[src/rtl/rand_delay_timer.sv]
// rand_delay_timer
// Random-delay scheduler for the reaction-time game. While idle it lets the
// upstream LFSR free-run. On start it latches the LFSR value and converts it
// to MIN_MS + (rnd << SCALE_SHIFT) milliseconds. It counts that delay out on
// clk and then raises a one-cycle done pulse.
//
// Parameters:
//   CLKS_PER_MS  clock cycles per millisecond (>= 1)
//   MIN_MS       fixed minimum delay in ms (>= 1)
//   SCALE_SHIFT  left shift applied to rnd; MIN_MS + (255 << SCALE_SHIFT) <= 65535
//
// Ports:
//   clk       in   system clock
//   rst_n     in   asynchronous active-low reset
//   start     in   request a new random delay (ignored unless idle)
//   abort     in   cancel the delay in progress; wins over start
//   rnd       in   current LFSR state, sampled only on the accepting edge
//   step_en   out  LFSR advance enable (high while idle, including reset)
//   busy      out  delay in progress
//   done      out  one-cycle pulse when the delay expires
//   delay_ms  out  delay latched for the current/last run
//   ms_left   out  whole milliseconds remaining
module rand_delay_timer #(
    parameter int unsigned CLKS_PER_MS = 50000,
    parameter int unsigned MIN_MS      = 1000,
    parameter int unsigned SCALE_SHIFT = 2
) (
    input  logic        clk,
    input  logic        rst_n,
    input  logic        start,
    input  logic        abort,
    input  logic [7:0]  rnd,
    output logic        step_en,
    output logic        busy,
    output logic        done,
    output logic [15:0] delay_ms,
    output logic [15:0] ms_left
);

    // At least one bit so CLKS_PER_MS = 1 still yields a legal counter.
    localparam int unsigned TICK_W = (CLKS_PER_MS > 1) ? $clog2(CLKS_PER_MS) : 1;
    localparam logic [TICK_W-1:0] TICK_MAX = TICK_W'(CLKS_PER_MS - 1);
    localparam logic [15:0]       MIN_MS_16 = 16'(MIN_MS);

    typedef enum logic [1:0] {
        IDLE  = 2'd0,
        COUNT = 2'd1,
        FIRE  = 2'd2
    } state_t;

    state_t            state;
    state_t            state_next;
    logic [TICK_W-1:0] tick;
    logic [15:0]       new_delay;
    logic              accept;
    logic              tick_wrap;
    logic              last_ms;

    assign new_delay = MIN_MS_16 + ({8'b0, rnd} << SCALE_SHIFT);
    assign accept    = (state == IDLE) && start && !abort;
    assign tick_wrap = (tick == TICK_MAX);
    assign last_ms   = (ms_left == 16'd1);

    always_ff @(posedge clk or negedge rst_n) begin
        if (!rst_n) begin
            state <= IDLE;
        end else begin
            state <= state_next;
        end
    end

    // Outputs decode purely from the state register, so no input reaches an
    // output combinationally.
    always_comb begin
        state_next = state;
        step_en    = 1'b0;
        busy       = 1'b1;
        done       = 1'b0;
        unique case (state)
            IDLE: begin
                step_en = 1'b1;
                busy    = 1'b0;
                if (start && !abort) begin
                    state_next = COUNT;
                end
            end
            COUNT: begin
                if (abort) begin
                    state_next = IDLE;
                end else if (tick_wrap && last_ms) begin
                    state_next = FIRE;
                end
            end
            FIRE: begin
                done       = 1'b1;
                state_next = IDLE;
            end
            default: begin
                state_next = IDLE;
            end
        endcase
    end

    always_ff @(posedge clk or negedge rst_n) begin
        if (!rst_n) begin
            delay_ms <= '0;
            ms_left  <= '0;
            tick     <= '0;
        end else if (accept) begin
            delay_ms <= new_delay;
            ms_left  <= new_delay;
            tick     <= '0;
        end else if (state != IDLE && abort) begin
            ms_left <= '0;
            tick    <= '0;
        end else if (state == COUNT) begin
            if (tick_wrap) begin
                tick    <= '0;
                ms_left <= ms_left - 16'd1;
            end else begin
                tick <= tick + TICK_W'(1);
            end
        end
    end

endmodule

[config.mk]
export PLATFORM = sky130hd
export DESIGN_NAME = rand_delay_timer
export DESIGN_NICKNAME = d
export VERILOG_FILES = /design/src/rtl/rand_delay_timer.sv
export SDC_FILE = /design/constraint.sdc
export NUM_CORES = 1
export LEC_CHECK = 0
export ABC_AREA = 1
export CAP_MARGIN = 15
export CORE_MARGIN = 3
export CORE_UTILIZATION = 55
export CTS_BUF_LIST = sky130_fd_sc_hd__clkbuf_8
export CTS_CLUSTER_DIAMETER = 30
export DETAILED_ROUTE_END_ITERATION = 16
export PLACE_DENSITY = 0.78
export SYNTH_ARGS = -nofsm -noshare
export SYNTH_HDL_FRONTEND = slang
export SYNTH_SLANG_ARGS = --single-unit
[constraint.sdc]
create_clock -name clk -period 1.7 [get_ports clk]
set_input_delay 0.34 -clock clk [delete_from_list [all_inputs] [get_ports clk]]
set_output_delay 0.34 -clock clk [all_outputs]
set_load 0.02 [all_outputs]
==> metrics.txt, run 1 <==
crit end category output port; Final Cell Area 3450 sq um; final hold slack 0.487 ns; Sw Share 44.9%; Tot GR Track Use 23.8%; starting density of the core 57.6%; synthesized flop and latch total 43; clock sink total 43; DPL Wire Length 5040 um; DR DRC count 0; Area Overhead vs Synth 25.9%; vias 2,770; first-pass GRT wire length 11,400 um; Util after Layout 72.6%; clock root buffer clkbuf_8; Clock transition at path regs 0.08 ns; CORE AREA 4750 sq um; ys flop type dfrtp_1; Largest delay share family, worst path buffers and inverters; # diodes 0; later-pin clock latency in the skew report 0.30 ns; global route overflow 0; TritonRoute pass-1 iters 4; die area 5870 sq um; clock network power share 15.6%; Final Max Tran Viols 0; number of flops mapped to enable cells by yosys 0; sequential share of the synthesized area 39.3%; Die Y 76.6 um; Syn Area/Cell 6.80 sq um; slowest CP cell clkdlybuf4s50_1; Switch Pwr 1.85 mW; GP Congestion 0.898; fillers 414; Unique masters post-synth 30; Clock Skews 0.00706 ns; count leader, synth nand2_1; H-tree depth 2; Combinational Power Share 47.7%; placed insts 522; CP Data Arrival Time 1.33 ns; via density per instance 5.20; Max rail drop VDD 670 uV; post-route setup slack 0.0330 ns; non-filler instance count after layout 533; share of the synthesized area in the top cell type 39.3%; vias in the first global route 2,633; kind of critical path reg -> out; Post-synth top cells 130 x nand2_1, 51 x nor2_1, 50 x inv_1, 43 x dfrtp_1, 37 x nand3_1; status completed; Post-synth ARST share 100%; Power per Cell Area 1200 nW/um^2; IO Pins 47; dpl cell area 3300 sq um; CTS tree built; layout cells sized above 1 11.2%; Synth Warn # 0; Detailed Route Iter0 Violations 174; mapped cell area 2740 sq um; Final #Nets 481; f_max 600 MHz; Syn Inst Count 403; largest net degree at the start of global routing 25; FF/Latch Area 1080 sq um; Synth area leader dfrtp_1; Seq pwr share 36.7%; Worst EP required 1.36 ns; critical path startpoint category register; final WL 6810 um; final setup fails 0; clk buf depth 2; initial antenna violation count 0; Max Cap Viol 0; Final Hold Viols 0; Lkg Pwr 1.85 nW; crit-path max cell delay 0.62 ns; site row count 25; Synth area leaders dfrtp_1 39%, nand2_1 18%, nor2_1 7.0%; ANT nets after route 0; die width 76.6 um; Buf/Inv on CP 1; Final period util 98.1%; Port Buffers 39; Hold WC Path Type reg -> reg; internal power 2.27 mW; Tmin final 1.67 ns; cell breakdown of the critical path clkdlybuf4s50_1; CTS buffer count 5; WL/cell 12.8 um; area of the multi-input gates 1410 sq um; CP Max Fanout 4; Setup WS pre-CTS -0.160 ns
-- per-layer routing --
| metal | vias up | global-route usage, % | routed length (um) |
|---|---|---|---|
| met5 | - | 0 | 0 |
| met4 | 0 | 8.51 | 150 |
| met3 | 16 | 5.67 | 582 |
| met2 | 116 | 39.5 | 3190 |
| met1 | 1274 | 30.3 | 2890 |
| li1 | 1364 | - | - |
-- final cells by class --
class                           count  area share, %
Timing Repair Buffer               63           17.3
Sequential cell                    43           31.2
Multi-Input combinational cell    298           40.9
Tap cell                           67           2.43
Inverter                           54           5.88
Clock inverter                      3          0.363
Clock buffer                        5           1.99
-- what timing repair did --
action	4_1_cts	5_1_grt
endpoints found under the hold margin	4	0
setup endpoints to repair	26	27
hold buffers	1	0
cloned	0	1
pin swaps	0	4
gates resized for setup	16	14
buffers inserted	0	1
-- placed cells by master (no fill, tap or decap), types with 4 or more instances in the layout --
master / instances
nor3_1: 7
nor2_1: 50
xor2_1: 5
nand2_1: 127
nand2_4: 4
clkbuf_8: 5
a21oi_1: 7
inv_2: 4
dfrtp_1: 43
o21ai_0: 24
nand4_1: 5
dlygate4sd2_1: 14
inv_1: 52
nand3_1: 37
buf_4: 20
conb_1: 7
clkdlybuf4s50_1: 20
-- metrics by stage --
stage	TNS, ns	power [mW]
floorplan	0	2.71
global placement	-1.93	3.44
detailed placement	-2.99	3.48
CTS	0	4.03
global route	-0.0208	4.45
finish	0	4.13
-- registers in the layout, indices dropped and copies added (netlist names) --
register	flops
tick	16
ms_left	16
delay_ms	9
state	2
-- path summary, 6_finish.rpt --
| check | endpoint | from | cells after the start | slack (ns) |
|---|---|---|---|---|
| worst max register to register | ms_left[6]$_DFFE_PN0P_ | tick[0]$_DFFE_PN0P_ | 11 | 0.11 |
| max in group asynchronous | ms_left[4]$_DFFE_PN0P_ | rst_n | 3 | 0.68 |
| worst max-delay path | ms_left[15] | ms_left[15]$_DFFE_PN0P_ | 1 | 0.03 |
| worst min-delay path | delay_ms[9]$_DFFE_PN0P_ | delay_ms[9]$_DFFE_PN0P_ | 2 | 0.49 |
| min in group asynchronous | tick[11]$_DFFE_PN0P_ | rst_n | 2 | 0.52 |
| worst min register to register | delay_ms[9]$_DFFE_PN0P_ | delay_ms[9]$_DFFE_PN0P_ | 2 | 0.49 |
-- kinds of logic (layout without fill, tap and decap cells) --
kind of cell             after synthesis  in the layout  synth area share (%)
buffers and inverters                 69            125                  11.9
adder cells (fa/ha/maj)                4              4                  1.83
AO/OA/AOI/OAI                         37             37                  7.58
flip-flops                            43             43                  39.3
AND/OR/NAND/NOR                      243            244                  37.4
XOR/XNOR                               6              6                  1.92
other                                  1              7                 0.137
-- power by group through the flow --
stage,sequential (mW),combinational [mW],clock (mW)
final,1.51,1.97,0.645
after global routing,1.55,2.20,0.696
after CTS,1.51,1.88,0.648
after detailed placement,1.53,1.95,0
after global placement,1.53,1.91,0
after floorplan,1.74,0.971,0
Note: power is estimated with default switching activity, not from simulation.
==> run 2, diff against run 1 <==
--- a/config.mk
+++ b/config.mk
@@ -13,6 +13,7 @@
 export CTS_CLUSTER_DIAMETER = 30
 export DETAILED_ROUTE_END_ITERATION = 16
 export PLACE_DENSITY = 0.78
+export SLEW_MARGIN = 10
 export SYNTH_ARGS = -nofsm -noshare
 export SYNTH_HDL_FRONTEND = slang
 export SYNTH_SLANG_ARGS = --single-unit
==> results of run 2 <==
The final DEF is identical to that of run 1; final timing and power are the same.
